### src/rtl/spi_dev_core_nx.sv
// SPI device core: synchronizes async SPI pins into clk_slow, shifts words in/out,
// and reports word strobes, TX acks, CS edges, per-frame word count and partial-frame errors.
module spi_dev_core_nx #(
   parameter int unsigned WORD_W    = 8,
   parameter int unsigned CPOL      = 0,
   parameter int unsigned CPHA      = 0,
   parameter int unsigned LSB_FIRST = 0,
   parameter int unsigned CNT_W     = 8
) (
   input  logic              clk_slow,
   input  logic              rst,
   input  logic              spi_clk,
   input  logic              spi_mosi,
   input  logic              spi_cs_n,
   output logic              spi_miso,
   output logic              spi_miso_oe,
   output logic [WORD_W-1:0] user_out,
   output logic              user_out_stb,
   input  logic [WORD_W-1:0] user_in,
   output logic              user_in_ack,
   output logic              csn_state,
   output logic              csn_rise,
   output logic              csn_fall,
   output logic [CNT_W-1:0]  word_cnt,
   output logic              frame_err
);

   localparam logic             IDLE_CLK    = (CPOL != 0);
   localparam logic             SAMPLE_RISE = ((CPOL != 0) == (CPHA != 0));
   localparam int unsigned      BW          = $clog2(WORD_W);
   localparam logic [BW-1:0]    LAST_BIT    = BW'(WORD_W - 1);

   logic r_clk_s1, r_clk_s2, r_clk_d;
   logic r_cs_s1, r_cs_s2, r_cs_d;
   logic r_mosi_s1, r_mosi_s2;

   logic [BW-1:0]     r_bit_cnt;
   logic [WORD_W-1:0] r_rx;
   logic [WORD_W-1:0] r_tx_sh;
   logic [WORD_W-1:0] r_tx_buf;
   logic              r_first;
   logic              r_done;

   logic              w_clk_rise, w_clk_fall, w_cs_rise, w_cs_fall;
   logic              w_active, w_sample, w_shift, w_last;
   logic [WORD_W-1:0] w_rx_next;
   logic [WORD_W-1:0] w_tx_shifted;
   logic              w_tx_bit;

   always_comb begin
      w_clk_rise = r_clk_s2 & ~r_clk_d;
      w_clk_fall = ~r_clk_s2 & r_clk_d;
      w_cs_fall  = ~r_cs_s2 & r_cs_d;
      w_cs_rise  = r_cs_s2 & ~r_cs_d;
      w_active   = ~r_cs_d;
      w_sample   = w_active & (SAMPLE_RISE ? w_clk_rise : w_clk_fall);
      w_shift    = w_active & (SAMPLE_RISE ? w_clk_fall : w_clk_rise);
      w_last     = w_sample & (r_bit_cnt == LAST_BIT);
      if (LSB_FIRST != 0) begin
         w_rx_next    = {r_mosi_s2, r_rx[WORD_W-1:1]};
         w_tx_shifted = r_tx_sh >> 1;
         w_tx_bit     = r_tx_sh[0];
      end else begin
         w_rx_next    = {r_rx[WORD_W-2:0], r_mosi_s2};
         w_tx_shifted = r_tx_sh << 1;
         w_tx_bit     = r_tx_sh[WORD_W-1];
      end
   end

   assign csn_state   = r_cs_d;
   assign spi_miso_oe = ~r_cs_d;
   assign spi_miso    = r_cs_d ? 1'b0 : w_tx_bit;

   always_ff @(posedge clk_slow) begin
      if (!rst) begin
         r_clk_s1     <= IDLE_CLK;
         r_clk_s2     <= IDLE_CLK;
         r_clk_d      <= IDLE_CLK;
         r_cs_s1      <= 1'b1;
         r_cs_s2      <= 1'b1;
         r_cs_d       <= 1'b1;
         r_mosi_s1    <= 1'b0;
         r_mosi_s2    <= 1'b0;
         r_bit_cnt    <= '0;
         r_rx         <= '0;
         r_tx_sh      <= '0;
         r_tx_buf     <= '0;
         r_first      <= 1'b0;
         r_done       <= 1'b0;
         user_out     <= '0;
         user_out_stb <= 1'b0;
         user_in_ack  <= 1'b0;
         csn_rise     <= 1'b0;
         csn_fall     <= 1'b0;
         word_cnt     <= '0;
         frame_err    <= 1'b0;
      end else begin
         r_clk_s1  <= spi_clk;
         r_clk_s2  <= r_clk_s1;
         r_clk_d   <= r_clk_s2;
         r_cs_s1   <= spi_cs_n;
         r_cs_s2   <= r_cs_s1;
         r_cs_d    <= r_cs_s2;
         r_mosi_s1 <= spi_mosi;
         r_mosi_s2 <= r_mosi_s1;

         csn_fall     <= w_cs_fall;
         csn_rise     <= w_cs_rise;
         user_in_ack  <= w_cs_fall | w_last;
         r_done       <= w_last;
         user_out_stb <= r_done;
         frame_err    <= w_cs_rise & (r_bit_cnt != '0);

         if (w_cs_fall) begin
            r_bit_cnt <= '0;
            word_cnt  <= '0;
            r_rx      <= '0;
            r_first   <= 1'b1;
         end else if (w_cs_rise) begin
            r_bit_cnt <= '0;
            r_rx      <= '0;
         end else if (w_sample) begin
            r_rx <= w_rx_next;
            if (w_last) begin
               r_bit_cnt <= '0;
               user_out  <= w_rx_next;
               if (word_cnt != '1)
                  word_cnt <= word_cnt + CNT_W'(1);
            end else begin
               r_bit_cnt <= r_bit_cnt + BW'(1);
            end
         end

         // The word acked at CS fall goes straight to the shifter so CPHA=0 can
         // present its first bit before any clock; later words wait in r_tx_buf
         // until the first shift edge of their slot (bit counter back at 0).
         if (user_in_ack) begin
            r_tx_buf <= user_in;
            if (r_first) begin
               r_tx_sh <= user_in;
               r_first <= 1'b0;
            end
         end else if (w_shift) begin
            r_tx_sh <= (r_bit_cnt == '0) ? r_tx_buf : w_tx_shifted;
         end
      end
   end

endmodule

### config.mk
export PLATFORM = sky130hd
export DESIGN_NAME = spi_dev_core_nx
export DESIGN_NICKNAME = d
export VERILOG_FILES = /design/src/rtl/spi_dev_core_nx.sv
export SDC_FILE = /design/constraint.sdc
export NUM_CORES = 1
export LEC_CHECK = 0
export ABC_AREA = 1
export BUFFER_PORTS_ARGS = -buffer_cell sky130_fd_sc_hd__buf_2
export CORE_MARGIN = 2
export CORE_UTILIZATION = 50
export DETAILED_ROUTE_END_ITERATION = 12
export GPL_TIMING_DRIVEN = 0
export PLACE_DENSITY = 0.73
export SYNTH_ARGS = -nofsm -noshare
export SYNTH_HDL_FRONTEND = slang
export SYNTH_SLANG_ARGS = --single-unit
### constraint.sdc
create_clock -name clk_slow -period 1.3 [get_ports clk_slow]
set_input_delay 0.065 -clock clk_slow [delete_from_list [all_inputs] [get_ports clk_slow]]
set_output_delay 0.065 -clock clk_slow [all_outputs]
set_load 0.05 [all_outputs]
Yosys cells after proc, flatten, opt, wreduce, memory -nomap -nowiden
Index checks and enable logic that the tools add are counted.
{ "word_totals": {"regBits": 57, "out_inout_bits": 24, "elab_cells": 59} }
{ "op_classes": {"addsub": 2, "n_eq_ne": 3, "muxes": 9, "bitwise": 16, "reduce_logical": 8} }
{ "ops": {"columns": ["op", "count"], "rows": [
  ["$mux W8", 4],
  ["$add A8 B1 Y8 const B", 1],
  ["$and A1 B1 Y1", 8],
  ["$ne A8 B8 Y1 const B", 1],
  ["$reduce_and A4 Y1", 2],
  ["$not A1 Y1", 7],
  ["$mux W1", 4],
  ["$add A3 B1 Y3 const B", 1],
  ["$eq A3 B3 Y1 const B", 1],
  ["$logic_not A3 Y1", 1],
  ["$mux W3", 1],
  ["$reduce_bool A3 Y1", 1],
  ["$reduce_or A3 Y1", 1],
  ["$ne A2 B1 Y1 const B", 1],
  ["$reduce_and A2 Y1", 1],
  ["$reduce_bool A2 Y1", 1],
  ["$reduce_or A2 Y1", 1],
  ["$or A1 B1 Y1", 1]
]} }

Depth between registers and ports, before layout
Gate-level depths: netlist of the first run.
{ "logic_depth": {"depth_word": 5, "ltp_mapped": 9, "depth_no_buf": 9} }

Least setup slack after synthesis of the first run
No wires, ideal clock.
{ "synth_path": {"path_type": "flip-flop to flip-flop", "from": "reg r_cs_d, in the netlist csn_state", "to": "reg word_cnt[5]", "arrival_time_ns": 1.859, "t_required_ns": 1.185, "path_slack_ns": -0.674, "stages_incl_launch_ff": 9, "path_buffers": 0, "synth_period_minus_slack_ns": 1.974, "cell_sequence": "dfxtp_1 inv_2 ha_1 inv_1 nand4_2 nor2_1 nand2_1 nand2_1 nor2_1"} }
{ "synth_via": {"elab_chain_len": 4, "word_cells_on_any_way": 8, "cone_classes": "6 x bitwise; 2 x reduce/logical"} }
{ "synth_lines": {"columns": ["item", "line", "source"], "rows": [
  ["start, declared", "34", "logic r_cs_s1, r_cs_s2, r_cs_d;"],
  ["start signal, assigned", "103", "r_cs_d <= r_cs_s2;"],
  ["$not A1 Y1", null, null],
  ["named net spi_miso_oe", "16", "output logic spi_miso_oe,"],
  ["$and A1 B1 Y1", "54", "w_cs_rise = r_cs_s2 & ~r_cs_d;"],
  ["named net w_cs_rise", "44", "logic w_clk_rise, w_clk_fall, w_cs_rise, w_cs_fall;"],
  ["$not A1 Y1 (no line)", null, null],
  ["$reduce_and A4 Y1 (no line)", null, null],
  ["end signal, assigned", "128", "word_cnt <= word_cnt + CNT_W'(1);"],
  ["end, declared", "24", "output logic [CNT_W-1:0] word_cnt,"]
]} }
The timed path passes the listed nets, and every way through them passes these cells.
A chain may end at the register's enable or synchronous reset.

Worst setup path after layout of the first run
{ "layout_path": {"from": "reg r_bit_cnt[0]", "to": "reg word_cnt[4]"} }
{ "layout_via": {"elab_chain_len": 3} }
{ "layout_lines": {"columns": ["item", "line", "source"], "rows": [
  ["start, declared", "37", "logic [BW-1:0] r_bit_cnt;"],
  ["start signal, assigned", "130", "r_bit_cnt <= r_bit_cnt + BW'(1);"],
  ["$eq A3 B3 Y1", "58", "w_last = w_sample & (r_bit_cnt == LAST_BIT);"],
  ["$and A1 B1 Y1", "58", null],
  ["$reduce_and A4 Y1 (no line)", null, null]
]} }
No other way between the ends.

==> results_dict.tcl, run 1 <==
set metrics [dict create \
    core_area_um2 4690 \
    synthFlopType "sky130_fd_sc_hd__dfxtp_1" \
    pin_count 37 \
    r2r_depth 8 \
    cts.clk_slew.worst_paths_ps 60 \
    regToRegEndpoint "word_cnt[4]$_SDFFE_PP0P_" \
    avgViaCountPerCell 4.95 \
    grtUsageTotal 0.213 \
    worst_hold_path_type "input pin to flop" \
    syn_area_um2 2420 \
    die_y_um 73.6 \
    floorplan.die.width_um 73.6 \
    fin_crit_sh 1.03 \
    synth.area.top_cells "sky130_fd_sc_hd__dfxtp_1 (47%), sky130_fd_sc_hd__nand2_1 (12%), sky130_fd_sc_hd__a21oi_1 (7.2%), sky130_fd_sc_hd__nor2_1 (7.1%), sky130_fd_sc_hd__inv_1 (3.6%)" \
    insertedDiodeCount 0 \
    timing.critical_path.slowest_cell_delay_ps 370 \
    grt_setup_unrepaired "yes" \
    place.detailed.hpwl_um 3450 \
    static_leakage_power_uw 0.00135 \
    first_global_vias 1918 \
    pin_count_of_the_biggest_net_entering_global_routing 11 \
    drtAntennaViolNets 0 \
    synth_commonest_cells "sky130_fd_sc_hd__nand2_1 (79), sky130_fd_sc_hd__dfxtp_1 (57), sky130_fd_sc_hd__nor2_1 (46), sky130_fd_sc_hd__a21oi_1 (35), sky130_fd_sc_hd__inv_1 (23)" \
    synth-edff-count 0 \
    path_class "flop to flop" \
    area_of_the_multi_input_gates_um2 1270 \
    status "finished with violations" \
    ff_latch_area_um2 1170 \
    clock_latency_ps 330 \
    crit_path_start "r_bit_cnt[0]$_SDFFE_PP0P_" \
    routabilityCongestion 0.773 \
    power.total_uw 3360 \
    numPortBuffers 35 \
    synth_most_common_cell "sky130_fd_sc_hd__nand2_1" \
    finalNetCount 392 \
    min_from "user_in[6]" \
    r2r_start "r_bit_cnt[0]$_SDFFE_PP0P_" \
    synth_area_per_cell_um2 7.74 \
    detailroute.via_count 2135 \
    highest_delay_cell_along_the_critical_path "sky130_fd_sc_hd__dfxtp_4" \
    htreeDepth 3 \
    aggregate_global_routing_overflow 0 \
    timing.critical_path.arrival_ps 1570 \
    synth.distinct_cells 29 \
    worst-slew-pin-transition_ps 434 \
    floorplan.rows 25 \
    ys_seq_elements 57 \
    async_reset_ff_frac 0 \
    synth.yosys.seq_area_share 0.471 \
    wl_per_cell_um 12.1 \
    power_density_nw_per_um2 1060 \
    fmax_mhz 748 \
    route.detailed.drc 0 \
    worstPathCellList "ha_4 -> ha_4 -> buf_6 -> nand4_4 -> nor2_4 -> nand2_1 -> nand2_1 -> nor2_1" \
    netlist.area_leader.share 0.471 \
    holdPathStages 3 \
    crit_path_max_fanout 7 \
    tritoncts_num_sinks 57 \
    grt_pass1_wl_um 8540 \
    die-area_um2 5420 \
    placement.cell_area_um2 2740 \
    clock_tree.buffer_depth 2 \
    area_growth_pct 30.9 \
    violations_in_the_final_reports "negative setup slack" \
    maxCapViolations 0 \
    critical_path.startpoint_type "flop" \
    tritoncts_clock_tree "done" \
    layout.cell_area.non_filler_um2 3170 \
    clock_tree_root "sky130_fd_sc_hd__clkbuf_8" \
    finalSetupViolations 11 \
    ys_warn_count 0 \
    reg2reg_setup_slack_ps -40 \
    grt_antenna_before_repair 0 \
    timing.critical_path.required_ps 1530 \
    drt_pre_antenna_iters 4 \
    synth.net_count 332 \
    drt_wl_total_um 5220 \
    hold_path_end "r_tx_buf[6]$_SDFFE_PN0P_" \
    numCtsBuffers 9 \
    report.final.hold_viol_count 0 \
    period_minus_slack_ps 1340 \
    drt_iter0_drc 99 \
    ir_worst_vdd_uv 856 \
    layout_setup_ws_ps -37.1 \
    layout.filler_cells 376 \
    clock-skew-final_ps 8.17 \
    final_max_slew_viol_count 0 \
    setup.worst_path.end_class "flop" \
    synth.largest_area_cell "sky130_fd_sc_hd__dfxtp_1" \
    initial_core_util 0.517 \
    max-slew-margin-rel 0.711 \
    postSynthCellCount 313 \
    post_route_cells_drive_above_1_share 0.361 \
]
==> flip-flops by register name, summed over array words and instances, names as in the netlist, 3 cells and up <==
name,cells
r_rx,7
r_tx_buf,8
r_tx_sh,8
r_bit_cnt,3
word_cnt,8
user_out,8
==> worst max-delay path by stage <==
stage / slack (ps) / cells past startpoint / end
3_5_place_dp: -200 / 7 / r_bit_cnt[2]$_SDFFE_PP0P_
5_1_grt: -100 / 7 / word_cnt[7]$_SDFFE_PP0P_
4_1_cts: 0.2 / 9 / word_cnt[4]$_SDFFE_PP0P_
3_3_place_gp: -180 / 8 / r_tx_sh[5]$_SDFFE_PN0P_
6_report: -40 / 8 / word_cnt[4]$_SDFFE_PP0P_
2_1_floorplan: -30 / 8 / word_cnt[4]$_SDFFE_PP0P_
==> what timing repair did <==
action,CTS,global route
endpoints found under the hold margin,7,0
buffers inserted,3,2
cloned,2,0
setup endpoints to repair,33,27
hold buffers,7,0
resized for setup,17,29
pin swaps,8,13
==> cell usage in the layout, fill, tap and decap left out, drive strengths merged, types with 5 or more instances in the layout <==
| master | instances |
|---|---|
| nand2 | 85 |
| dfxtp | 57 |
| nor2 | 53 |
| buf | 49 |
| a21oi | 35 |
| inv | 29 |
| clkbuf | 13 |
| nand3 | 13 |
| o21ai | 12 |
| dlygate4sd3 | 7 |
| ha | 6 |
| clkinv | 5 |
==> worst max-delay path: cells and delay by family, from the launching register on <==
kind | cells | cell delay (ps)
buffers and inverters | 1 | 90
DFF | 1 | 370
and+or+nand+nor | 5 | 490
adders and majority gates | 2 | 270
==> power breakdown <==
| part | switching, µW | total, µW | internal, µW |
|---|---|---|---|
| Sequential | 14.6 | 1770 | 1760 |
| Clock | 673 | 1390 | 718 |
| Combinational | 118 | 199 | 80.9 |
| Total | 805 | 3360 | 2560 |
==> cell families (layout without fill, tap and decap cells) <==
kind of cell,after synthesis,after routing,synth area share
compound gates,50,50,0.113
buf+inv,40,103,0.0738
flops,57,57,0.471
xor+xnor,3,3,0.0108
fa+ha+maj,6,6,0.0310
simple gates,157,158,0.301
==> through the flow <==
stage               worst slack (ps)  utilization  setup TNS [ps]  hold slack, ps  std cells
finish                         -37.1        0.676            -149            12.8        431
global route                   -98.3        0.676           -1590            17.1        431
CTS                            0.206        0.654               0           0.525        429
detailed placement              -198        0.583           -3240             253        402
global placement                -175        0.583           -2530             252        402
floorplan                      -26.6            -           -33.7             163        313
==> area by class of cell <==
cell class	instances	area share
Sequential cell	57	0.370
Timing Repair Buffer	48	0.0927
Buffer	10	0.0237
Clock inverter	4	0.00631
Tap cell	54	0.0213
Clock buffer	11	0.0446
Multi-Input combinational cell	217	0.401
Inverter	30	0.0406
==> layer usage <==
| metal | up-vias | GRT usage | part of all wire |
|---|---|---|---|
| li1 | 1112 | - | - |
| met1 | 974 | 0.276 | 0.46 |
| met2 | 41 | 0.330 | 0.48 |
| met3 | 8 | 0.0576 | 0.040 |
| met4 | 0 | 0.0970 | 0.015 |
| met5 | - | 0 | 0 |
Note: power is estimated with default switching activity, not from simulation.
==> run 2, diff against run 1 <==
--- a/config.mk
+++ b/config.mk
@@ -5,13 +5,12 @@
 export SDC_FILE = /design/constraint.sdc
 export NUM_CORES = 1
 export LEC_CHECK = 0
-export ABC_AREA = 1
 export BUFFER_PORTS_ARGS = -buffer_cell sky130_fd_sc_hd__buf_2
 export CORE_MARGIN = 2
 export CORE_UTILIZATION = 50
 export DETAILED_ROUTE_END_ITERATION = 12
 export GPL_TIMING_DRIVEN = 0
-export PLACE_DENSITY = 0.73
+export PLACE_DENSITY = 0.74
 export SYNTH_ARGS = -nofsm -noshare
 export SYNTH_HDL_FRONTEND = slang
 export SYNTH_SLANG_ARGS = --single-unit
==> run 2 against run 1 <==
  * The flow still finishes with violations (negative setup slack)
  * Setup slack worse by 280 ps
  * Non-clock buffer count rose by 16
  * Power rose by 8.1%
==> results_dict.tcl, run 2 <==
set metrics [dict create \
    status "finished with violations" \
    violations_in_the_final_reports "negative setup slack" \
    grt_setup_unrepaired "yes" \
    finalSetupViolations 34 \
    final_max_slew_viol_count 0 \
    clock-skew-final_ps 7.65 \
    max-slew-margin-rel 0.604 \
    grt_antenna_before_repair 0 \
    die-area_um2 5120 \
    maxCapViolations 0 \
    htreeDepth 3 \
    layout.cells.most_common "sky130_fd_sc_hd__dfxtp_1" \
    static_leakage_power_uw 0.00135 \
    worstPathBufferInverterCount 4 \
    numCtsBuffers 9 \
    tritoncts_clock_tree "done" \
    netlist.area_leader.share 0.500 \
    clock_tree_root "sky130_fd_sc_hd__clkbuf_8" \
    reg2reg_setup_slack_ps -310 \
    route.detailed.drc 0 \
    critical_path.startpoint_type "flop" \
    synth.largest_area_cell "sky130_fd_sc_hd__dfxtp_1" \
    syn_area_um2 2280 \
    worstPathCellList "clkinvlp_4 -> ha_4 -> buf_4 -> inv_4 -> o2111ai_4 -> buf_6 -> nor4_2 -> o21bai_1" \
    finalNetCount 341 \
    worst-slew-pin-transition_ps 595 \
    layout_setup_ws_ps -314 \
    crit_path_start "csn_state$_SDFF_PN1_" \
    path_class "flop to flop" \
    synth_commonest_cells "sky130_fd_sc_hd__dfxtp_1 (57), sky130_fd_sc_hd__nand2_1 (39), sky130_fd_sc_hd__o21ai_0 (19), sky130_fd_sc_hd__a21oi_1 (14), sky130_fd_sc_hd__nand3_1 (14)" \
    power_density_nw_per_um2 1080 \
    final_cells 379 \
    routabilityCongestion 0.796 \
    die_y_um 71.6 \
    critical-path-top-delay-family "buffers and inverters" \
    synth.net_count 267 \
    numPortBuffers 36 \
    postSynthCellCount 248 \
    synthFlopType "sky130_fd_sc_hd__dfxtp_1" \
    floorplan.die.width_um 71.6 \
    drt_pre_antenna_iters 4 \
    crit_path_max_fanout 6 \
    synth-edff-count 0 \
    tritoncts_num_sinks 57 \
    min_from "user_in[5]" \
    highest_delay_cell_along_the_critical_path "sky130_fd_sc_hd__dfxtp_4" \
    area_growth_pct 48.0 \
    holdPathStages 3 \
    fmax_mhz 620 \
    timing.critical_path.slowest_cell_delay_ps 410 \
    ir_worst_vdd_uv 828 \
    timing.critical_path.required_ps 1550 \
    layout_common_cells "sky130_fd_sc_hd__dfxtp_1 (49), sky130_fd_sc_hd__buf_2 (36), sky130_fd_sc_hd__nand2_1 (33), sky130_fd_sc_hd__buf_4 (12), sky130_fd_sc_hd__and2_1 (11)" \
    ys_seq_elements 57 \
    setup-tns-final_ps -4650 \
    placement.cell_area_um2 2580 \
    timing.critical_path.arrival_ps 1870 \
    drt_iter0_drc 85 \
    clock_latency_ps 330 \
    aggregate_global_routing_overflow 0 \
    setup.worst_path.end_class "flop" \
    r2r_depth 8 \
    hold_path_end "r_tx_buf[5]$_SDFFE_PN0P_" \
    pin_count 37 \
    period_minus_slack_ps 1610 \
    post_route_cells_drive_above_1_share 0.431 \
    dpl.cell_count 336 \
    synth_area_per_cell_um2 9.20 \
    pin_count_of_the_biggest_net_entering_global_routing 11 \
    regToRegEndpoint "word_cnt[2]$_SDFFE_PP0P_" \
    worstSetupPathDepth 8 \
    avgViaCountPerCell 5.40 \
    place.detailed.hpwl_um 3160 \
    synth.area.top_cells "sky130_fd_sc_hd__dfxtp_1 (50%), sky130_fd_sc_hd__nand2_1 (6.4%), sky130_fd_sc_hd__o21ai_0 (4.2%), sky130_fd_sc_hd__mux2i_1 (3.9%), sky130_fd_sc_hd__ha_1 (3.3%)" \
    report.final.hold_viol_count 0 \
    floorplan.rows 24 \
    layout.cell_area.non_filler_um2 3380 \
    synth.distinct_cells 36 \
    clock_tree.buffer_depth 2 \
    ys_warn_count 0 \
    wl_per_cell_um 15.3 \
    detailroute.via_count 2046 \
    place_worst_setup_slack_ps -389 \
    synth_most_common_cell "sky130_fd_sc_hd__dfxtp_1" \
    cts.clk_slew.worst_paths_ps 70 \
    drtAntennaViolNets 0 \
    grt_pass1_wl_um 9020 \
    fin_crit_sh 1.24 \
    insertedDiodeCount 0 \
    synth.yosys.seq_area_share 0.500 \
    async_reset_ff_frac 0 \
    initial_core_util 0.521 \
    post-route-util 0.771 \
    r2r_start "csn_state$_SDFF_PN1_" \
    drt_wl_total_um 5780 \
    core_area_um2 4380 \
    grtUsageTotal 0.233 \
    worst_hold_path_type "input pin to flop" \
    first_global_vias 1897 \
]
[run 2: worst max-delay path by stage]
stage / end / slack, ps
2_1_floorplan: word_cnt[4]$_SDFFE_PP0P_ / -530
3_3_place_gp: user_out[2]$_SDFFE_PN0P_ / -380
3_5_place_dp: user_out[1]$_SDFFE_PN0P_ / -390
4_1_cts: word_cnt[5]$_SDFFE_PP0P_ / -180
5_1_grt: word_cnt[2]$_SDFFE_PP0P_ / -380
6_report: word_cnt[2]$_SDFFE_PP0P_ / -310
[run 2: worst reg2reg max path, cell delays in order, from the launching register on]
cell,delay (ps)
sky130_fd_sc_hd__dfxtp_4,410
sky130_fd_sc_hd__clkinvlp_4,130
sky130_fd_sc_hd__ha_4,180
sky130_fd_sc_hd__buf_4,140
sky130_fd_sc_hd__inv_4,60
sky130_fd_sc_hd__o2111ai_4,100
sky130_fd_sc_hd__buf_6,170
sky130_fd_sc_hd__nor4_2,170
sky130_fd_sc_hd__o21bai_1,170
[run 2: timing repair]
action / 4_1_cts / 5_1_grt
cloned: 2 / 1
buffers inserted: 15 / 4
hold buffers: 5 / 0
pin swaps: 22 / 15
gates resized for setup: 62 / 36
endpoints found under the setup margin: 35 / 37
hold endpoints to repair: 5 / 0
[run 2: logic make-up (layout without fill, tap and decap cells)]
kind of cell,count (synthesis),after routing,share of synthesized area
AO/OA/AOI/OAI,53,53,0.147
XOR/XNOR,1,1,0.00384
multiplexers,9,9,0.0395
adder cells (fa/ha/maj),6,6,0.0329
flip-flops,57,57,0.500
buffers and inverters,19,98,0.0323
AND/OR/NAND/NOR,103,103,0.244
[run 2: final cells by class]
| type | count | area (µm²) |
|---|---|---|
| Buffer | 11 | 76.3 |
| Tap cell | 52 | 65.1 |
| Sequential cell | 57 | 1160 |
| Clock inverter | 5 | 52.6 |
| Inverter | 8 | 38.8 |
| Multi-Input combinational cell | 172 | 1360 |
| Clock buffer | 11 | 153 |
| Fill cell | 280 | 1010 |
| Timing Repair Buffer | 63 | 469 |
[run 2: power breakdown]
part | total (µW) | switching (µW) | internal (µW) | leakage, µW
logic | 174 | 99.3 | 74.9 | 0.000778
clock network | 1690 | 695 | 991 | 0.000104
registers | 1770 | 16.3 | 1760 | 0.000466
total | 3630 | 811 | 2820 | 0.00135
[run 2: layer usage]
metal	GRT usage	part of all wire	vias up
li1	-	-	1009
met1	0.298	0.43	955
met2	0.358	0.49	67
met3	0.0534	0.054	15
met4	0.140	0.027	0
met5	0	0	-
[run 2: per-stage QoR]
stage,hold slack (ps),power [µW]
6_report,8.06,3630
5_1_grt,23.5,3760
4_1_cts,0.735,3650
3_5_place_dp,251,1950
3_3_place_gp,249,1950
2_1_floorplan,166,1900
